===== config.mk =====
export PLATFORM = sky130hd
export DESIGN_NAME = uart_rx_cfg
export DESIGN_NICKNAME = d
export VERILOG_FILES = /design/src/rtl/uart_rx_pkg.sv /design/src/rtl/uart_rx_sampler.sv /design/src/rtl/uart_rx_cfg.sv
export SDC_FILE = /design/constraint.sdc
export NUM_CORES = 1
export LEC_CHECK = 0
export BUFFER_PORTS_ARGS = -buffer_cell sky130_fd_sc_hd__buf_2
export CORE_MARGIN = 2
export CORE_UTILIZATION = 43
export DETAILED_ROUTE_END_ITERATION = 7
export PLACE_DENSITY = 0.65
export SLEW_MARGIN = 20
export SYNTH_ARGS = -nofsm -noshare
export SYNTH_HDL_FRONTEND = slang
export SYNTH_SLANG_ARGS = --single-unit

===== constraint.sdc =====
create_clock -name CLK -period 7.4 [get_ports CLK]
set_input_delay 0.37 -clock CLK [delete_from_list [all_inputs] [get_ports CLK]]
set_output_delay 0.37 -clock CLK [all_outputs]
set_load 0.02 [all_outputs]

===== src/rtl/uart_rx_pkg.sv =====
// Shared types and constants for the configurable UART receiver.
package uart_rx_pkg;

  localparam int unsigned MIN_PRESC   = 5;
  localparam int unsigned SYNC_STAGES = 2;
  localparam int unsigned MAX_DATA_W  = 9;

  typedef enum logic [2:0] {
    StIdle,
    StStart,
    StData,
    StParity,
    StStop1,
    StStop2
  } rx_state_e;

  // Expected parity bit: even parity when odd = 0, odd parity when odd = 1.
  function automatic logic parity_exp(logic [MAX_DATA_W-1:0] data, logic odd);
    return (^data) ^ odd;
  endfunction

endpackage


===== src/rtl/uart_rx_sampler.sv =====
// Per-bit edge/bit counters with a 3-sample majority vote around mid-bit.
module uart_rx_sampler #(
  parameter int unsigned PRESC_W = 6,
  parameter int unsigned BCNT_W  = 4
) (
  input  logic               CLK,
  input  logic               RST,
  input  logic               start,
  input  logic               run,
  input  logic               rx,
  input  logic [PRESC_W-1:0] presc,
  output logic               bit_dec,
  output logic               bit_val,
  output logic [BCNT_W-1:0]  bit_cnt
);

  logic [PRESC_W-1:0] edge_cnt_q, edge_cnt_d;
  logic [BCNT_W-1:0]  bit_cnt_q, bit_cnt_d;
  logic [2:0]         smp_q, smp_d;
  logic [PRESC_W-1:0] half;

  assign half = presc >> 1;

  always_comb begin
    edge_cnt_d = edge_cnt_q;
    bit_cnt_d  = bit_cnt_q;
    smp_d      = smp_q;
    // The start-detect cycle itself counts as edge 0 of the start bit.
    if (start) begin
      edge_cnt_d = PRESC_W'(1);
      bit_cnt_d  = '0;
    end else if (run) begin
      if (edge_cnt_q == presc - PRESC_W'(1)) begin
        edge_cnt_d = '0;
        bit_cnt_d  = bit_cnt_q + BCNT_W'(1);
      end else begin
        edge_cnt_d = edge_cnt_q + PRESC_W'(1);
      end
    end else begin
      edge_cnt_d = '0;
      bit_cnt_d  = '0;
    end
    if (edge_cnt_q == half - PRESC_W'(1)) smp_d[0] = rx;
    if (edge_cnt_q == half)               smp_d[1] = rx;
    if (edge_cnt_q == half + PRESC_W'(1)) smp_d[2] = rx;
  end

  always_ff @(posedge CLK or posedge RST) begin
    if (RST) begin
      edge_cnt_q <= '0;
      bit_cnt_q  <= '0;
      smp_q      <= '0;
    end else begin
      edge_cnt_q <= edge_cnt_d;
      bit_cnt_q  <= bit_cnt_d;
      smp_q      <= smp_d;
    end
  end

  assign bit_dec = run && (edge_cnt_q == half + PRESC_W'(2));
  assign bit_val = (smp_q[0] & smp_q[1]) | (smp_q[0] & smp_q[2]) | (smp_q[1] & smp_q[2]);
  assign bit_cnt = bit_cnt_q;

endmodule


===== src/rtl/uart_rx_cfg.sv =====
// Configurable UART receiver: synchroniser, frame FSM, shift register and
// per-frame parity/stop error reporting.
module uart_rx_cfg
  import uart_rx_pkg::*;
#(
  parameter int unsigned DATA_W  = 8,
  parameter int unsigned PRESC_W = 6
) (
  input  logic               CLK,
  input  logic               RST,
  input  logic               RX_IN,
  input  logic [PRESC_W-1:0] Prescale,
  input  logic               PAR_EN,
  input  logic               PAR_TYP,
  input  logic               STOP2,
  output logic [DATA_W-1:0]  P_DATA,
  output logic               data_valid,
  output logic               par_err,
  output logic               stp_err,
  output logic               busy
);

  localparam int unsigned BCNT_W = $clog2(DATA_W + 5);

  logic [SYNC_STAGES-1:0] sync_q;
  logic                   rx_s, rx_prev_q, fall, start;
  rx_state_e              state_q, state_d;
  logic [PRESC_W-1:0]     presc_q, presc_d, presc_in;
  logic                   par_en_q, par_en_d, par_typ_q, par_typ_d, stop2_q, stop2_d;
  logic [DATA_W-1:0]      sh_q, sh_d, p_data_q, p_data_d;
  logic                   par_flag_q, par_flag_d, stp_flag_q, stp_flag_d;
  logic                   valid_q, valid_d, par_err_q, par_err_d, stp_err_q, stp_err_d;
  logic                   frame_end;
  logic                   bit_dec, bit_val;
  logic [BCNT_W-1:0]      bit_cnt;

  assign rx_s     = sync_q[SYNC_STAGES-1];
  assign fall     = rx_prev_q & ~rx_s;
  assign start    = (state_q == StIdle) && fall;
  assign presc_in = (Prescale < PRESC_W'(MIN_PRESC)) ? PRESC_W'(MIN_PRESC) : Prescale;

  uart_rx_sampler #(
    .PRESC_W (PRESC_W),
    .BCNT_W  (BCNT_W)
  ) u_sampler (
    .CLK     (CLK),
    .RST     (RST),
    .start   (start),
    .run     (state_q != StIdle),
    .rx      (rx_s),
    .presc   (presc_q),
    .bit_dec (bit_dec),
    .bit_val (bit_val),
    .bit_cnt (bit_cnt)
  );

  always_comb begin
    state_d    = state_q;
    presc_d    = presc_q;
    par_en_d   = par_en_q;
    par_typ_d  = par_typ_q;
    stop2_d    = stop2_q;
    sh_d       = sh_q;
    par_flag_d = par_flag_q;
    stp_flag_d = stp_flag_q;
    p_data_d   = p_data_q;
    valid_d    = 1'b0;
    par_err_d  = 1'b0;
    stp_err_d  = 1'b0;
    frame_end  = 1'b0;
    unique case (state_q)
      StIdle: begin
        if (fall) begin
          state_d    = StStart;
          presc_d    = presc_in;
          par_en_d   = PAR_EN;
          par_typ_d  = PAR_TYP;
          stop2_d    = STOP2;
          par_flag_d = 1'b0;
          stp_flag_d = 1'b0;
        end
      end
      StStart: begin
        if (bit_dec) state_d = bit_val ? StIdle : StData;
      end
      StData: begin
        if (bit_dec) begin
          sh_d = {bit_val, sh_q[DATA_W-1:1]};
          if (bit_cnt == BCNT_W'(DATA_W)) state_d = par_en_q ? StParity : StStop1;
        end
      end
      StParity: begin
        if (bit_dec) begin
          if (bit_val != parity_exp(MAX_DATA_W'(sh_q), par_typ_q)) par_flag_d = 1'b1;
          state_d = StStop1;
        end
      end
      StStop1: begin
        if (bit_dec) begin
          if (!bit_val) stp_flag_d = 1'b1;
          if (stop2_q) state_d = StStop2;
          else         frame_end = 1'b1;
        end
      end
      StStop2: begin
        if (bit_dec) begin
          if (!bit_val) stp_flag_d = 1'b1;
          frame_end = 1'b1;
        end
      end
      default: state_d = StIdle;
    endcase
    // Returning to idle on the decision cycle leaves room for a back-to-back start edge.
    if (frame_end) begin
      state_d = StIdle;
      if (!par_flag_d && !stp_flag_d) begin
        valid_d  = 1'b1;
        p_data_d = sh_q;
      end else begin
        par_err_d = par_flag_d;
        stp_err_d = stp_flag_d;
      end
    end
  end

  always_ff @(posedge CLK or posedge RST) begin
    if (RST) begin
      sync_q     <= '1;
      rx_prev_q  <= 1'b1;
      state_q    <= StIdle;
      presc_q    <= PRESC_W'(MIN_PRESC);
      par_en_q   <= 1'b0;
      par_typ_q  <= 1'b0;
      stop2_q    <= 1'b0;
      sh_q       <= '0;
      par_flag_q <= 1'b0;
      stp_flag_q <= 1'b0;
      p_data_q   <= '0;
      valid_q    <= 1'b0;
      par_err_q  <= 1'b0;
      stp_err_q  <= 1'b0;
    end else begin
      sync_q     <= {sync_q[SYNC_STAGES-2:0], RX_IN};
      rx_prev_q  <= rx_s;
      state_q    <= state_d;
      presc_q    <= presc_d;
      par_en_q   <= par_en_d;
      par_typ_q  <= par_typ_d;
      stop2_q    <= stop2_d;
      sh_q       <= sh_d;
      par_flag_q <= par_flag_d;
      stp_flag_q <= stp_flag_d;
      p_data_q   <= p_data_d;
      valid_q    <= valid_d;
      par_err_q  <= par_err_d;
      stp_err_q  <= stp_err_d;
    end
  end

  assign P_DATA     = p_data_q;
  assign data_valid = valid_q;
  assign par_err    = par_err_q;
  assign stp_err    = stp_err_q;
  assign busy       = (state_q != StIdle);

endmodule


==> results of run 1 <==
-- state kept, by name (all words and copies together) (netlist names), 2 cells and up --
signal / flops
P_DATA: 8
presc_q: 6
sh_q: 8
state_q: 3
sync_q: 2
u_sampler.bit_cnt: 4
u_sampler.edge_cnt_q: 6
u_sampler.smp_q: 3
-- worst min path at each step --
stage | end | slack (ns) | cells after the start
final | sync_q[0] | 0.15 | 1
after detailed placement | sync_q[1] | 0.35 | 0
after CTS | sync_q[0] | 0.15 | 1
after global placement | sync_q[1] | 0.35 | 0
after global routing | sync_q[0] | 0.14 | 1
after floorplan | sync_q[1] | 0.35 | 0
-- through the flow --
stage	cell area [µm²]	instances
finish	3030	361
global route	3030	361
CTS	3030	361
detailed placement	2940	353
global placement	2940	353
floorplan	2790	266
-- layer usage --
metal | up-vias | routed length [µm]
met4 | 0 | 78
met2 | 22 | 2570
met5 | - | 0
li1 | 963 | -
met1 | 960 | 2590
met3 | 7 | 156
-- cells by family (layout without fill, tap and decap cells) --
group / Yosys count / after routing / share of synthesized area (%)
AO/OA/AOI/OAI: 47 / 47 / 11.8
XOR/XNOR: 28 / 28 / 10.0
adder cells (fa/ha/maj): 10 / 10 / 4.39
buffers and inverters: 28 / 46 / 4.48
flip-flops: 49 / 49 / 44.1
multiplexers: 19 / 19 / 7.57
AND/OR/NAND/NOR: 85 / 85 / 17.6
-- cells in the final DEF (no fill, tap or decap), types with 2 or more instances in the layout --
cell,netlist,final
nor3b_1,4,4
clkbuf_8,0,5
a21oi_1,9,9
nand2_1,17,17
xnor3_1,2,2
o21ai_0,10,10
nor3_1,4,4
or3_1,4,4
buf_2,3,23
o21a_1,2,2
or3b_2,2,2
dfrtp_1,44,44
nand3b_1,2,2
nand3_1,5,5
dfstp_2,5,5
a22o_1,8,8
nor2b_1,7,7
nand2b_1,6,6
xnor2_1,10,10
mux2_2,17,17
a31oi_1,2,2
inv_1,15,14
nor4b_1,2,2
clkinv_2,0,2
o22ai_1,4,4
xor2_1,15,15
nor2_1,20,20
ha_1,9,9
o211ai_1,2,2
mux2i_1,2,2
-- where the power goes --
group | internal (µW) | leakage (µW) | switching (µW)
combinational | 187 | 0.000712 | 218
clock | 67.3 | 0.0000445 | 97.2
sequential | 319 | 0.000642 | 82.1
-- cell type report --
| cell class | count | share of cell area, % |
|---|---|---|
| multi-input combinational | 189 | 47.4 |
| clock buffer | 5 | 2.27 |
| tap | 77 | 3.18 |
| inverter | 15 | 1.90 |
| sequential | 49 | 40.7 |
| timing repair buffer | 23 | 3.80 |
| clock inverter | 3 | 0.703 |
==> results.py, run 1 <==
metrics = {
    "timing": {
        "rsz0062_at_grt": "no",
        "max_freq_mhz": 366,
        "maxSlewViolCount": 0,
        "period_minus_slack_ns": 2.74,
        "max-slew-margin-rel_pct": 45.6,
        "worst_pin_slew_ns": 0.815,
        "setup_tns_ns": 0,
        "fin_ws_ns": 4.66,
        "finalClockSkew_ns": 0.00687,
        "period_share_pct": 37.0,
        "hold_viol_final": 0,
        "finalSetupViolCount": 0,
        "whs_ns": 0.153,
    },
    "die": {
        "die_h_um": 84.6,
        "fp.dieW_um": 84.6,
        "std_cell_rows": 29,
        "ios": 24,
        "core-area_um2": 6310,
        "fp.dieArea_um2": 7160,
        "initial_core_util_pct": 44.2,
    },
    "worst_setup_path": {
        "crit_end": "sh_q[1]",
        "worstPathArrival_ns": 2.94,
        "path_class": "reg2reg",
        "slowest_delay_ns": 0.60,
        "crit_path_end_kind": "register",
        "crit_buf_inv": 0,
        "cp-startpoint": "presc_q[2]",
        "reg2reg_slack_ns": 4.66,
        "slowest_stage": "dfstp_2",
        "worstPathCellList": "ha_1 -> xnor2_1 -> a21o_1 -> o21ai_0 -> nand3b_2 -> nor3_4 -> mux2_2",
        "required_ns": 7.60,
        "r2r_end": "sh_q[1]",
        "cp.depth": 7,
        "crit_fanout": 11,
        "rr_worst_depth": 7,
        "critical-path-top-delay-family": "simple AND/OR/NAND/NOR gates",
        "timing.rr.start": "presc_q[2]",
        "cp-start-kind": "register",
    },
    "grt": {
        "grt_max_degree": 50,
        "grt_pass1_wl_um": 9420,
        "use_met2_pct": 25.6,
        "met3_usage_pct": 2.95,
        "grt_overflow": 0,
        "met1_usage_pct": 23.2,
        "top_usage_layer": "met2",
        "antenna_found_initial": 0,
        "grt_pass1_vias": 1947,
        "track_usage_pct": 16.4,
    },
    "clock_tree": {
        "cts_setup_buffers": 0,
        "clkTransAtPathRegs_ns": 0.10,
        "root_buffer": "clkbuf_8",
        "cts_buffer_depth": 2,
        "cts_buffers": 5,
        "cts_tree": "yes",
        "ctsResizeCount": 0,
        "clock-sinks": 49,
        "htree_levels": 2,
        "hold_buffers": 0,
        "clk_latency_ns": 0.31,
    },
    "placed_design": {
        "pre_cts_slack_ns": 4.71,
        "port_buffers": 23,
        "place_congestion": 0.797,
        "place_hpwl_um": 3850,
    },
    "logic_synthesis": {
        "synth_top_cells_by_count": "dfrtp_1 (44), nor2_1 (20), mux2_2 (17), nand2_1 (17)",
        "synth_nets": 287,
        "ys_warn_count": 0,
        "ys_types": 57,
        "synth-async-reset-ratio_pct": 100,
        "synthFlopType": "dfrtp_1",
        "yosys-top-cells-area": "dfrtp_1 (39%), mux2_2 (6.9%), dfstp_2 (4.7%)",
        "synth_seq_area_share_pct": 44.1,
        "yosys.cell_count.top_type": "dfrtp_1",
        "syn_inst": 266,
        "postSynthAreaPerCell_um2": 10.5,
        "synth_seq_cells": 49,
        "syn_area_um2": 2790,
        "synth_top_area_share_pct": 39.4,
        "synth_edf_count": 0,
        "netlist.top_cell.by_area": "dfrtp_1",
    },
    "pwr": {
        "leakage_uw": 0.00140,
        "finalPower_uw": 971,
        "powerDensity_nw_per_um2": 321,
        "ir_worst_vdd_mv": 0.178,
    },
    "job": {
        "maxCapViolCount": 0,
    },
    "detailed_routing": {
        "drt_first_pass_iters": 4,
        "ant_nets": 0,
        "drc": 0,
        "num_vias": 1952,
        "drtIter0Drc": 96,
        "wirelength_um": 5390,
        "avgRoutedWirePerCell_um": 14.9,
        "via_per_inst": 5.41,
    },
    "min_path": {
        "hp-class": "in2reg",
        "min-delay-start": "RX_IN",
    },
    "cells_and_area": {
        "nFillCells": 596,
        "nets": 304,
        "antenna_cells": 0,
        "post-route-util_pct": 47.9,
        "drive_gt1_share_pct": 22.9,
        "layout.area.seq_um2": 1230,
        "multiInputGateArea_um2": 1440,
        "syn2layout_area_growth_pct": 8.38,
    },
    "run_status": {
        "status": "completed",
    },
}
Power figures use the tool's default switching activity.
==> run 2: changes to the inputs <==
--- a/config.mk
+++ b/config.mk
@@ -5,11 +5,12 @@
 export SDC_FILE = /design/constraint.sdc
 export NUM_CORES = 1
 export LEC_CHECK = 0
+export ABC_AREA = 1
 export BUFFER_PORTS_ARGS = -buffer_cell sky130_fd_sc_hd__buf_2
 export CORE_MARGIN = 2
 export CORE_UTILIZATION = 43
 export DETAILED_ROUTE_END_ITERATION = 7
-export PLACE_DENSITY = 0.65
+export PLACE_DENSITY = 0.67
 export SLEW_MARGIN = 20
 export SYNTH_ARGS = -nofsm -noshare
 export SYNTH_HDL_FRONTEND = slang
==> constraint.sdc (replaced) <==
create_clock -name CLK -period 2.4 [get_ports CLK]
set_input_delay 0.12 -clock CLK [delete_from_list [all_inputs] [get_ports CLK]]
set_output_delay 0.12 -clock CLK [all_outputs]
set_load 0.02 [all_outputs]
==> run 2 against run 1 <==
  * Clock power grew to 3.7 times the previous value
  * Core utilization is 2.1 points higher
  * Global-route usage is 1.3 points higher
  * Register-to-register slack worse by 4.5 ns
  * First-iteration DRC count is 48% higher
  * Highest routed layer unchanged
  * Routed wire length is 7.7% higher
  * Sequential power grew to 3.2 times the previous value
  * Non-clock buffer count is 4 higher
  * Final cell count is 32% higher
  * Area after synthesis is 2.2% higher
  * Count of clock-buffer cells in the layout is 1 higher
  * Largest cell class unchanged
==> results.py, run 2 <==
metrics = {
    "run_status": {
        "status": "completed",
    },
    "grt": {
        "antenna_found_initial": 0,
        "grt_max_degree": 50,
        "grt_overflow": 0,
        "grt_pass1_wl_um": 10500,
        "track_usage_pct": 17.8,
        "grt_pass1_vias": 2275,
    },
    "die": {
        "std_cell_rows": 29,
        "core-area_um2": 6390,
        "die_h_um": 85.5,
        "fp.dieW_um": 85.5,
        "fp.dieArea_um2": 7310,
        "initial_core_util_pct": 44.7,
        "ios": 24,
    },
    "worst_setup_path": {
        "slowest_stage": "dfstp_2",
        "worstPathArrival_ns": 2.41,
        "cp-start-kind": "register",
        "slowest_delay_ns": 0.60,
        "r2r_end": "sh_q[3]",
        "crit_path_end_kind": "register",
        "rr_worst_depth": 10,
        "timing.rr.start": "presc_q[2]",
        "required_ns": 2.58,
        "reg2reg_slack_ns": 0.18,
        "crit_fanout": 16,
        "path_class": "reg2reg",
        "worstPathCellList": "inv_1 -> ha_1 -> xnor2_1 -> nand3_1 -> nor2_2 -> nand2_4 -> nor2_8 -> nand3_2 -> nand2_1 -> o21ai_1",
    },
    "cells_and_area": {
        "antenna_cells": 0,
        "drive_gt1_share_pct": 16.5,
        "mostFrequentLayoutCells": "nand2_1 (118), dfrtp_1 (44), inv_1 (32)",
        "layout_commonest_cell": "nand2_1",
        "nets": 419,
        "syn2layout_area_growth_pct": 12.0,
        "fin_cells": 476,
    },
    "timing": {
        "worst_pin_slew_ns": 0.624,
        "fin_ws_ns": 0.175,
        "rsz0062_at_grt": "no",
        "max_freq_mhz": 450,
        "maxSlewViolCount": 0,
        "max-slew-margin-rel_pct": 58.4,
        "finalSetupViolCount": 0,
        "period_minus_slack_ns": 2.22,
        "setup_tns_ns": 0,
        "finalClockSkew_ns": 0.0129,
        "period_share_pct": 92.7,
        "hold_viol_final": 0,
    },
    "placed_design": {
        "place_inst": 466,
        "place_congestion": 0.904,
        "pre_cts_slack_ns": 0.175,
        "place_hpwl_um": 4470,
        "port_buffers": 23,
    },
    "logic_synthesis": {
        "synthMuxAreaShare_pct": 0,
        "synthFlopType": "dfrtp_1",
        "netlist.top_cell.by_area": "dfrtp_1",
        "synth-async-reset-ratio_pct": 100,
        "synth_nets": 391,
        "synth_fa_ha_area_share_pct": 3.94,
        "synth_top_area_share_pct": 38.6,
        "synth_top_cells_by_count": "nand2_1 (119), dfrtp_1 (44), inv_1 (33)",
        "postSynthAreaPerCell_um2": 7.72,
        "synth_seq_area_share_pct": 43.2,
        "synth-xor-area-share_pct": 5.83,
        "ys_types": 36,
        "syn_inst": 370,
        "synth_compound_area_share_pct": 10.9,
        "ys_warn_count": 0,
        "yosys.cell_count.top_type": "nand2_1",
        "syn_area_um2": 2860,
        "synthSimpleGateAreaFrac_pct": 29.1,
        "synth_edf_count": 0,
        "synth_top_family_by_area": "simple AND/OR/NAND/NOR gates",
        "synth_seq_cells": 49,
        "yosys-top-cells-area": "dfrtp_1 (39%), nand2_1 (16%), o21ai_1 (5.1%)",
    },
    "clock_tree": {
        "cts_buffers": 5,
        "cts_tree": "yes",
        "clk_latency_ns": 0.30,
        "htree_levels": 2,
        "cts_buffer_depth": 2,
        "root_buffer": "clkbuf_8",
        "clkTransAtPathRegs_ns": 0.09,
        "clock-sinks": 49,
    },
    "min_path": {
        "min-delay-start": "STOP2",
        "holdPathStages": 3,
        "min_to": "stop2_q",
        "hp-class": "in2reg",
    },
    "detailed_routing": {
        "num_vias": 2376,
        "drt_first_pass_iters": 4,
        "avgRoutedWirePerCell_um": 12.2,
        "via_per_inst": 4.99,
        "drc": 0,
        "drtIter0Drc": 142,
        "ant_nets": 0,
        "wirelength_um": 5810,
    },
    "pwr": {
        "leakage_uw": 0.00161,
        "powerDensity_nw_per_um2": 1100,
        "finalPower_uw": 3510,
        "ir_worst_vdd_mv": 0.527,
    },
    "job": {
        "maxCapViolCount": 0,
    },
}
-- run 2: cell types whose count changed in the layout (fill, tap and decap cells not counted), moves of 4 or more --
cell / before / now
nand3_1: 5 / 20
a22o_1: 8 / 0
inv_2: 0 / 12
mux2_2: 17 / 0
nand2_2: 0 / 5
or3_1: 4 / 0
nor2b_1: 7 / 0
nand2b_1: 6 / 0
o21ai_1: 0 / 28
inv_1: 14 / 32
nand2_1: 17 / 118
-- run 2: where the power goes --
group | switching, µW | internal, µW
Combinational | 1020 | 600
Sequential | 254 | 1030
Clock | 279 | 339
-- run 2: worst max-delay path, delay by kind of cell (launching register included) --
kind | cells | cell delay (ns)
xor gates and xnor gates | 1 | 0.14
adders and majority gates | 1 | 0.32
AOI/OAI and AO/OA | 1 | 0.07
buffers and inverters | 1 | 0.10
DFF | 1 | 0.60
and+or+nand+nor | 6 | 0.87
-- run 2: cell families (layout without fill, tap and decap cells) --
family                   count (synthesis)  after routing
adder cells (fa/ha/maj)                  9              9
XOR/XNOR                                19             19
flip-flops                              49             49
AO/OA/AOI/OAI                           58             58
buffers and inverters                   51             80
AND/OR/NAND/NOR                        184            184
-- run 2: final cells by class --
class	instances	area [µm²]
sequential	49	1230
multi-input combinational	270	1430
tap	77	96.3
inverter	45	169
clock inverter	2	37.5
fill	622	3190
clock buffer	6	82.6
timing repair buffer	27	150
-- run 2: stage by stage --
step / util, % / cell area, µm² / hold WS [ns]
floorplan: - / 2860 / 0.124
global placement: 47.8 / 3050 / 0.228
detailed placement: 47.8 / 3050 / 0.230
global route: 50.1 / 3200 / 0.0266
CTS: 50.0 / 3190 / 0.0153
finish: 50.1 / 3200 / 0.0264
-- run 2: what timing repair did --
action	CTS	global route
hold endpoints to repair	16	0
resized for setup	0	2
endpoints found under the setup margin	0	5
hold buffers	2	0
buffers inserted	0	0
-- run 2: how the worst max path moves through the flow --
stage,startpoint,to,slack (ns)
after floorplan,presc_q[2],sh_q[0],0.38
after global placement,presc_q[2],P_DATA[4],0.24
after detailed placement,presc_q[2],sh_q[3],0.17
after CTS,presc_q[2],sh_q[3],0.15
after global routing,presc_q[2],sh_q[3],0.004
final,presc_q[2],sh_q[3],0.18
-- run 2: per-layer routing --
| layer | GRT usage [%] | wire length, µm |
|---|---|---|
| met5 | 0 | 0 |
| met4 | 4.91 | 55 |
| met3 | 2.43 | 207 |
| met2 | 28.1 | 2670 |
| met1 | 25.7 | 2880 |
